File: config.mk
export PLATFORM = sky130hd
export DESIGN_NAME = operand_loader
export DESIGN_NICKNAME = d
export VERILOG_FILES = /design/src/rtl/operand_loader_pkg.sv /design/src/rtl/operand_loader_edge_sync.sv /design/src/rtl/operand_loader.sv
export SDC_FILE = /design/constraint.sdc
export NUM_CORES = 1
export LEC_CHECK = 0
export CORE_UTILIZATION = 36
export DETAILED_ROUTE_END_ITERATION = 8
export PLACE_DENSITY_LB_ADDON = 0.1
export SLEW_MARGIN = 20
export SYNTH_ARGS = -nofsm -noshare
export SYNTH_HDL_FRONTEND = slang
export SYNTH_SLANG_ARGS = --single-unit
File: constraint.sdc
create_clock -name clk_i -period 2.2 [get_ports clk_i]
set_input_delay 0.66 -clock clk_i [delete_from_list [all_inputs] [get_ports clk_i]]
set_output_delay 0.66 -clock clk_i [all_outputs]
set_load 0.01 [all_outputs]
File: src/rtl/operand_loader_pkg.sv
// Shared types for the operand loader: FSM state encoding driven onto the LEDs.
package operand_loader_pkg;

  typedef enum logic [1:0] {
    S_WAIT_A = 2'b00,
    S_WAIT_B = 2'b01,
    S_VALID  = 2'b10
  } state_t;

endpackage

File: src/rtl/operand_loader_edge_sync.sv
// Two-flop synchronizer plus rising-edge detector for the asynchronous load button.
module edge_sync (
  input  logic clk_i,
  input  logic rst_n_i,
  input  logic async_i,
  output logic pulse_o
);

  logic s1_q;
  logic s2_q;
  logic prev_q;

  // Flops reset high so a button held through reset release never looks like a fresh edge.
  always_ff @(posedge clk_i or negedge rst_n_i) begin
    if (!rst_n_i) begin
      s1_q   <= 1'b1;
      s2_q   <= 1'b1;
      prev_q <= 1'b1;
    end else begin
      s1_q   <= async_i;
      s2_q   <= s1_q;
      prev_q <= s2_q;
    end
  end

  assign pulse_o = s2_q & ~prev_q;

endmodule

File: src/rtl/operand_loader.sv
// Captures operand A then B on successive button presses and offers the pair downstream.
module operand_loader
  import operand_loader_pkg::*;
#(
  parameter int N     = 4,
  parameter int CNT_W = 8
) (
  input  logic             clk_i,
  input  logic             rst_n_i,
  input  logic [N-1:0]     data_i,
  input  logic             load_i,
  input  logic             clear_i,
  input  logic             ready_i,
  output logic [N-1:0]     a_o,
  output logic [N-1:0]     b_o,
  output logic             valid_o,
  output logic [1:0]       state_o,
  output logic [CNT_W-1:0] count_o
);

  // Handshake: a transfer happens on any rising edge where valid_o and ready_i are both
  // high; valid_o is registered and holds (with a_o/b_o frozen) until that edge.

  state_t           state_q, state_d;
  logic [N-1:0]     a_q, a_d;
  logic [N-1:0]     b_q, b_d;
  logic             valid_q, valid_d;
  logic [CNT_W-1:0] count_q, count_d;
  logic             load_pulse;
  logic             fire;

  edge_sync u_edge_sync (
    .clk_i   (clk_i),
    .rst_n_i (rst_n_i),
    .async_i (load_i),
    .pulse_o (load_pulse)
  );

  assign fire = valid_q & ready_i;

  always_comb begin
    state_d = state_q;
    a_d     = a_q;
    b_d     = b_q;
    valid_d = valid_q;
    count_d = count_q;

    // A transfer coinciding with clear still counts; the clear then wipes the rest.
    if (fire) begin
      count_d = count_q + 1'b1;
    end

    if (clear_i) begin
      a_d     = '0;
      b_d     = '0;
      valid_d = 1'b0;
      state_d = S_WAIT_A;
    end else begin
      case (state_q)
        S_WAIT_A: begin
          valid_d = 1'b0;
          if (load_pulse) begin
            a_d     = data_i;
            state_d = S_WAIT_B;
          end
        end
        S_WAIT_B: begin
          if (load_pulse) begin
            b_d     = data_i;
            valid_d = 1'b1;
            state_d = S_VALID;
          end
        end
        S_VALID: begin
          // Presses here are dropped; operands stay frozen until consumed.
          if (fire) begin
            valid_d = 1'b0;
            state_d = S_WAIT_A;
          end
        end
        default: begin
          valid_d = 1'b0;
          state_d = S_WAIT_A;
        end
      endcase
    end
  end

  always_ff @(posedge clk_i or negedge rst_n_i) begin
    if (!rst_n_i) begin
      state_q <= S_WAIT_A;
      a_q     <= '0;
      b_q     <= '0;
      valid_q <= 1'b0;
      count_q <= '0;
    end else begin
      state_q <= state_d;
      a_q     <= a_d;
      b_q     <= b_d;
      valid_q <= valid_d;
      count_q <= count_d;
    end
  end

  assign a_o     = a_q;
  assign b_o     = b_q;
  assign valid_o = valid_q;
  assign state_o = state_q;
  assign count_o = count_q;

endmodule

### Word-level counts from Yosys, hierarchy flattened

Index checks and enable logic that the tools add are counted.

| storage, ports and cells | value |
|---|---|
| output and inout port bits | 19 |
| register bits after elaboration | 22 |

| operators by class | value |
|---|---|
| add/sub/neg operators | 1 |
| reduce and logical (&&, ||, !) cells | 8 |
| bitwise operators | 3 |
| multiplexer cells | 14 |
| eq/ne operators | 5 |

Operator list:

| operator | number |
|---|---|
| $mux W4 | 5 |
| $ne A3 B3 Y1 const B | 3 |
| $add A8 B1 Y8 const B | 1 |
| $mux W2 | 4 |
| $pmux W2 S3 | 1 |
| $reduce_and A2 Y1 | 3 |
| $reduce_bool A2 Y1 | 3 |
| $mux W1 | 3 |
| $reduce_and A3 Y1 | 1 |
| $and A1 B1 Y1 | 2 |
| $eq A2 B1 Y1 const B | 1 |
| $eq A2 B2 Y1 const B | 1 |
| $logic_not A2 Y1 | 1 |
| $pmux W1 S2 | 1 |
| $not A1 Y1 | 1 |

### Depth between registers and ports, before layout

| depth | value |
|---|---|
| depth in word-level cells | 5 |
| gate-level depth with buffers | 4 |
| mapped depth without buffers | 4 |

### By module

From an unflattened synthesis, not the netlist that was laid out.

| second synthesis, totals | value |
|---|---|
| cell total of the unflattened synthesis | 71 |
| area total of the unflattened synthesis | 909.6 µm² |

Modules (own cells, without submodules):

| module | area each (µm²) | instances | sequential area each (µm²) | cells an instance |
|---|---|---|---|---|
| operand_loader | 817.0 | 1 | 475.5 | 67 |
| edge_sync | 92.6 | 1 | 78.8 | 4 |

### Least setup slack after synthesis

OpenSTA, ideal clock, no wires.

| path | value |
|---|---|
| path type | flip-flop to flip-flop |
| start point | register state_q[1], in the netlist state_o[1] |
| end point | register a_q[0], in the netlist a_o[0] |
| cell stages (with the launch flop) | 4 |
| period minus slack after synthesis | 1.264 ns |
| slack | 0.936 ns |
| library setup time | 0.132 ns |
| data arrival time | 1.132 ns |
| data required time | 2.068 ns |
| path through | dfrtp_1 -> nor4b_4 -> mux2i_1 -> nor2_1 |

| between the ends | value |
|---|---|
| longest elaborated chain between the ends | 3 |

RTL lines:

| item | line | source |
|---|---|---|
| start: declaration | operand_loader.sv:24 | `state_t state_q, state_d;` |
| start signal: assignment | operand_loader.sv:97 | `state_q <= state_d;` |
| $logic_not A2 Y1 | operand_loader.sv:59 | `case (state_q)` |
| $reduce_bool A2 Y1 (no line) | -- |  |
| $reduce_and A2 Y1 (no line) | -- |  |
| end signal: assignment | operand_loader.sv:92 | `a_q <= '0;` |
| end signal: assignment | operand_loader.sv:98 | `a_q <= a_d;` |
| end: declaration | operand_loader.sv:25 | `logic [N-1:0] a_q, a_d;` |

No other way between the ends.
A chain may end at the register's enable or synchronous reset.

### Final worst setup path

| path | value |
|---|---|
| start point | register state_q[0], in the netlist state_o[0] |
| end point | output port state_o[0] |

RTL lines:

| item | line | source |
|---|---|---|
| end: declaration | operand_loader.sv:17 | `output logic [1:0] state_o,` |

No word-level cell between the ends.

==> reports/results.txt <==
CP delay by family, top - buffers and inverters
cts hold-fix bufs - 0
global-route wire length before repair - 2808 um
HP Start - u_edge_sync.s1_q$_DFF_PN1_
FMAX - 490.1 MHz
Initial Utilization - 39.65%
Final nets - 113
cells on worst reg2reg path - 3
Final Instance Count excl. Fillers - 130
Yosys Warn Count - 0
largest net degree at the start of global routing - 23
Hold Crit Class - reg -> reg
critical-path cell list - clkdlybuf4s50_1
Residual DRC - 0
Peak VDD IR - 0.5024 mV
cell count after synthesis - 72
Avg WL per Cell - 12.58 um
Worst Hold End - u_edge_sync.s2_q$_DFF_PN1_
most common cell after layout, fill and taps aside - clkdlybuf4s50_1
Startpoint Class - register
Final Slew Violations - 0
Clock Skews - 1.275 ps
initial antenna violation count - 0
RSZ-0062 raised after global routing - no
die span in y - 52.30 um
Routed Antenna Nets - 0
die area - 0.002735 mm2
Die W - 52.30 um
Core Region - 0.002297 mm2
DRT iter0 DRCs - 7
vias in the first global route - 605
final WL - 1636 um
Reg2Reg Setup Slack - 830 ps
Port Buffer Count - 27
Final Setup Violations - 0
post-synthesis sequential area ratio - 60.85%
setup TNS - 0 ps
Antenna Cells - 0
post-cts resize count - 0
Slowest Stage Delay on Critical Path - 580 ps
worst-skew pair later-pin latency - 300 ps
Post-Syn Nets - 82
min Tclk post-route - 2040 ps
DR vias - 631
GRT Total Usage - 14.62%
dpl cells - 126
most frequent cells in the layout - 27 x clkdlybuf4s50_1, 19 x dfrtp_1, 10 x nor2_1
Crit Path Class - reg -> out
power after layout - 0.0008266 W
Min-Delay Path Depth - 0
CTS Buffer Depth - 2
static leakage - 0.5351 nW
htree depth - 1
max capacitance violation total - 0
routability cong. - 0.6719
first drt pass iteration count - 4
total congestion overflow - 0
CTS Root Buffer Type - clkbuf_4
P&R area growth vs syn - 37.09%
Cell variety after synth - 23
RR Startpoint - u_edge_sync.s2_q$_DFF_PN1_
clock-pin slew on the worst setup and hold paths - 120 ps
Pwr per Cell Area - 662.0 mW/mm2
Ports - 28
Worst Path Max Fanout - 6
Avg Inst Size Synth - 12.65 um2
Post-CTS Setup Inserts - 0
layout cell share with drive strength beyond 1 - 10.78%
WP data arrival - 1380 ps
CP max-delay cell - clkdlybuf4s50_1
clock sink total - 22
Worst Setup End Kind - output port
dpl hpwl - 1183 um
Worst Setup SP - state_o[0]$_DFFE_PN0P_
Worst Max-Slew Pin Slew - 442.7 ps
Final Hold Viols - 0
post-synthesis cell area - 910.9 um2
row count - 17
period utilization - 92.75%
TritonCTS clock tree - yes
number of buffers and inverters on the critical path - 1
status - complete, no violations
fill cell count - 210
vias per cell - 4.854
Critical Path RT - 1540 ps
Crit Reg-Reg Endpoint - a_o[2]$_DFFE_PN0P_
Yosys reg bits - 22
Rel. slew slack - 70.36%
critical path depth - 1
total CTS buffers - 3
==> registers in the layout, summed over array words and instances (netlist names) <==
register / flops
count_o: 8
a_o: 4
b_o: 4
state_o: 2
u_edge_sync.prev_q: 1
u_edge_sync.s1_q: 1
u_edge_sync.s2_q: 1
valid_o: 1
==> synth_stat cells <==
master | instances | area share, %
nor2b_1 | 2 | 1.4
and2b_1 | 1 | 0.82
a21oi_1 | 2 | 1.1
xor2_1 | 2 | 1.9
nor4b_4 | 1 | 2.6
nor2_1 | 10 | 4.1
o21ai_0 | 1 | 0.55
nand3b_1 | 1 | 0.82
and4bb_2 | 1 | 1.4
ha_1 | 1 | 1.4
nand3_1 | 1 | 0.55
nand2_1 | 5 | 2.1
xnor2_1 | 6 | 5.8
dfrtp_1 | 19 | 52
mux2i_1 | 8 | 8.8
nand4_1 | 1 | 0.69
clkbuf_1 | 1 | 0.41
and4_1 | 1 | 0.96
nor3_1 | 2 | 1.1
dfstp_2 | 3 | 8.7
mux2_2 | 1 | 1.2
and3_1 | 1 | 0.69
buf_4 | 1 | 0.82
==> cell families after synthesis <==
kind of cell	synth area share, %
adder cells (fa/ha/maj)	1.373
buffers and inverters	1.236
AND/OR/NAND/NOR	17.17
XOR/XNOR	7.693
flip-flops	60.85
multiplexers	10.03
AO/OA/AOI/OAI	1.648
==> metal layers <==
metal | wire length (um) | vias up | GRT usage (%)
met5 | 0 | - | 0
met4 | 14 | 0 | 5.263
met3 | 118 | 2 | 6.087
met2 | 655 | 20 | 19.41
met1 | 847 | 302 | 20.88
li1 | - | 307 | -
==> final cells by class <==
| class | instances | area (um2) | share of cell area [%] |
|---|---|---|---|
| Sequential cell | 22 | 554.3 | 44.39 |
| Multi-Input combinational cell | 48 | 345.3 | 27.66 |
| Timing Repair Buffer | 28 | 277.8 | 22.24 |
| Clock buffer | 4 | 36.28 | 2.906 |
| Tap cell | 28 | 35.03 | 2.806 |
==> worst max path at each step <==
| stage | end |
|---|---|
| floorplan | a_o[0]$_DFFE_PN0P_ |
| global placement | count_o[7]$_DFFE_PN0P_ |
| CTS | state_o[0] |
| finish | state_o[0] |
| global route | state_o[0] |
| detailed placement | count_o[7]$_DFFE_PN0P_ |
==> worst register-to-register path: cells and delay by family (launching register included) <==
kind             cells  cell delay, ps
DFF                  1             570
muxes                1             240
and+or+nand+nor      2             440
==> metrics by stage <==
stage                     setup WS, ps  cell area, um2  utilization [%]  hold WS, ps
final                            159.6            1249            54.36        368.9
after floorplan                  936.4           910.9                -        345.2
after global routing             81.41            1249            54.36        377.5
after CTS                        144.7            1249            54.36        370.1
after global placement           407.6            1212            52.78        345.9
after detailed placement         407.5            1212            52.78        347.2
==> report_power, final <==
| part | internal [W] | total, W | switching (W) |
|---|---|---|---|
| sequential | 0.000435 | 0.000465 | 0.0000299 |
| clock | 0.000101 | 0.000221 | 0.000120 |
| combinational | 0.0000871 | 0.000140 | 0.0000534 |
| total | 0.000623 | 0.000827 | 0.000204 |
Power figures use the tool's default switching activity.
==> edit, RTL diff (same settings) <==
`N`: 4 -> 5.
--- a/src/rtl/operand_loader.sv
+++ b/src/rtl/operand_loader.sv
@@ -4,3 +4,3 @@
 #(
-  parameter int N     = 4,
+  parameter int N     = 5,
   parameter int CNT_W = 8
Interface: changed (resized a_o, b_o and data_i); port bits go from 28 to 31. No check against the original RTL was run, so the function may have changed too.
==> edit against the unedited design <==
Setup slack gained 7.7 ps; sequential cell count grew 2; cell area grew 9.7%; synthesized area grew 9.8%; sequential power grew 8.2%; power grew 6.8%; synthesized cell count grew 11%; routed wire length grew 17%; global-route usage grew 0.57 points.
==> edit: results (changes against the unedited design) <==
- Status: finished, final reports clean (unchanged)
- Lkg Pwr: 0.605 nW (was 0.535 nW)
- Crit Reg-Reg Endpoint: a_o[4] (was a_o[2])
- Pre-CTS setup slack: 339 ps (was 408 ps)
- Max cap viols: 0 (unchanged)
- Top_reg_cell synth: dfrtp_1 (unchanged)
- Reg2Reg Setup Slack: 720 ps (was 830 ps)
- Top cells by area, synth: dfrtp_1, mux2i_1, dfstp_2 (unchanged)
- WHS Path Cells: 0 (unchanged)
- Vias per inst: 4.85 (about the same)
- Initial DRT Pass Iterations: 4 (unchanged)
- Number of synthesis warnings: 0 (unchanged)
- Met2 WL: 884 um (was 655 um)
- Post-Route M1 WL: 906 um (was 847 um)
- Crit path capture: state_o[0] (unchanged)
- Clock Skews: 2.23 ps (was 1.27 ps)
- First-pass GRT wire length: 3160 um (was 2810 um)
- Worst-margin pin slew: 569 ps (was 443 ps)
- Endpoint, Worst Hold: u_edge_sync.s2_q (unchanged)
- PostCTS Resize Cnt: 0 (unchanged)
- Area after DPL: 1330 um2 (was 1210 um2)
- Synth top cells by count: dfrtp_1, nor2_1, mux2i_1 (unchanged)
- Met3 routed WL: 104 um (was 118 um)
- Clk buf depth: 2 (unchanged)
- Worst VDD drop: 0.000384 V (was 0.000502 V)
- Crit. Startpoint: state_o[0] (unchanged)
- Ys async rst share: 100% (unchanged)
- Final nets: 125 (was 113)
- Highest routing layer actually used: met4 (unchanged)
- Pin count of the biggest net entering global routing: 25 (was 23)
- Hold Path Class: flip-flop to flip-flop (unchanged)
- Fmax: 0.492 GHz (was 0.490 GHz)
- Vias in the first global route: 692 (was 605)
- Clk_lat worst skew: 300 ps (about the same)
- PortBufs: 30 (was 27)
- Worst r2r src: state_o[1] (was u_edge_sync.s2_q)
- Sequential area share after synthesis: 60.5% (was 60.9%)
- Worst path top cell family by delay: buffers and inverters (unchanged)
- HP Start: u_edge_sync.s1_q (unchanged)
- Crit path DAT: 1370 ps
- Slowest cell on the critical path: clkdlybuf4s50_1 (unchanged)
- Detailed Route WL: 1910 um (was 1640 um)
- Clock-pin slew on the worst setup and hold paths: 120 ps (about the same)
- Initial detailed-routing violation count: 24 (was 7)
- Gr usage total: 15.2% (was 14.6%)
- Gpl congestion: 0.733 (was 0.672)
- Reg2reg path depth: 3 (unchanged)
- Met1 Usage GRT: 21.5% (was 20.9%)
- TritonCTS Buffers: 3 (unchanged)
- Detailed placement HPWL: 1330 um (was 1180 um)
- Crit-path max cell delay: 580 ps (about the same)
- Number of flip-flops in the largest register: 8 (unchanged)
- Distinct cells, synth: 22 (was 23)
- Mapped Nets: 91 (was 82)
- FILL cells: 243 (was 210)
- Post-CTS Setup Bufs: 0 (unchanged)
- Met2 Track Usage GR: 22.1% (was 19.4%)
- CTS root buf: clkbuf_4 (unchanged)
- Share of cells above drive strength 1: 9.73% (was 10.8%)
- GRT met3 Usage: 5.00% (was 6.09%)
==> edit: metrics by stage <==
step           std cells  total power [mW]  hold WS, ps
2_1_floorplan         80             0.578          345
5_1_grt              143             0.947          375
3_5_place_dp         139             0.673          350
6_report             143             0.883          367
3_3_place_gp         139             0.671          350
4_1_cts              143             0.899          372
==> edit: power by group <==
part	internal (mW)	switching, mW
logic	0.0943	0.0651
registers	0.473	0.0304
clock network	0.101	0.119
total	0.668	0.215
==> edit: cells by family (layout without fill, tap and decap cells) <==
kind of cell    after synthesis  after routing  share of synthesized area, %
mux                          11             11                          11.1
compound gates                3              3                          1.50
xor+xnor                      8              8                          7.01
flops                        24             24                          60.5
fa+ha+maj                     1              1                          1.25
simple gates                 31             31                          17.5
buf+inv                       2             35                          1.13
==> edit: final cells by class <==
cell class                 instances  area, um2  share of cell area [%]
tap                               30       37.5                    2.74
clock buffer                       4       36.3                    2.65
sequential                        24        604                    44.1
timing repair buffer              31        308                    22.5
multi-input combinational         54        384                    28.0
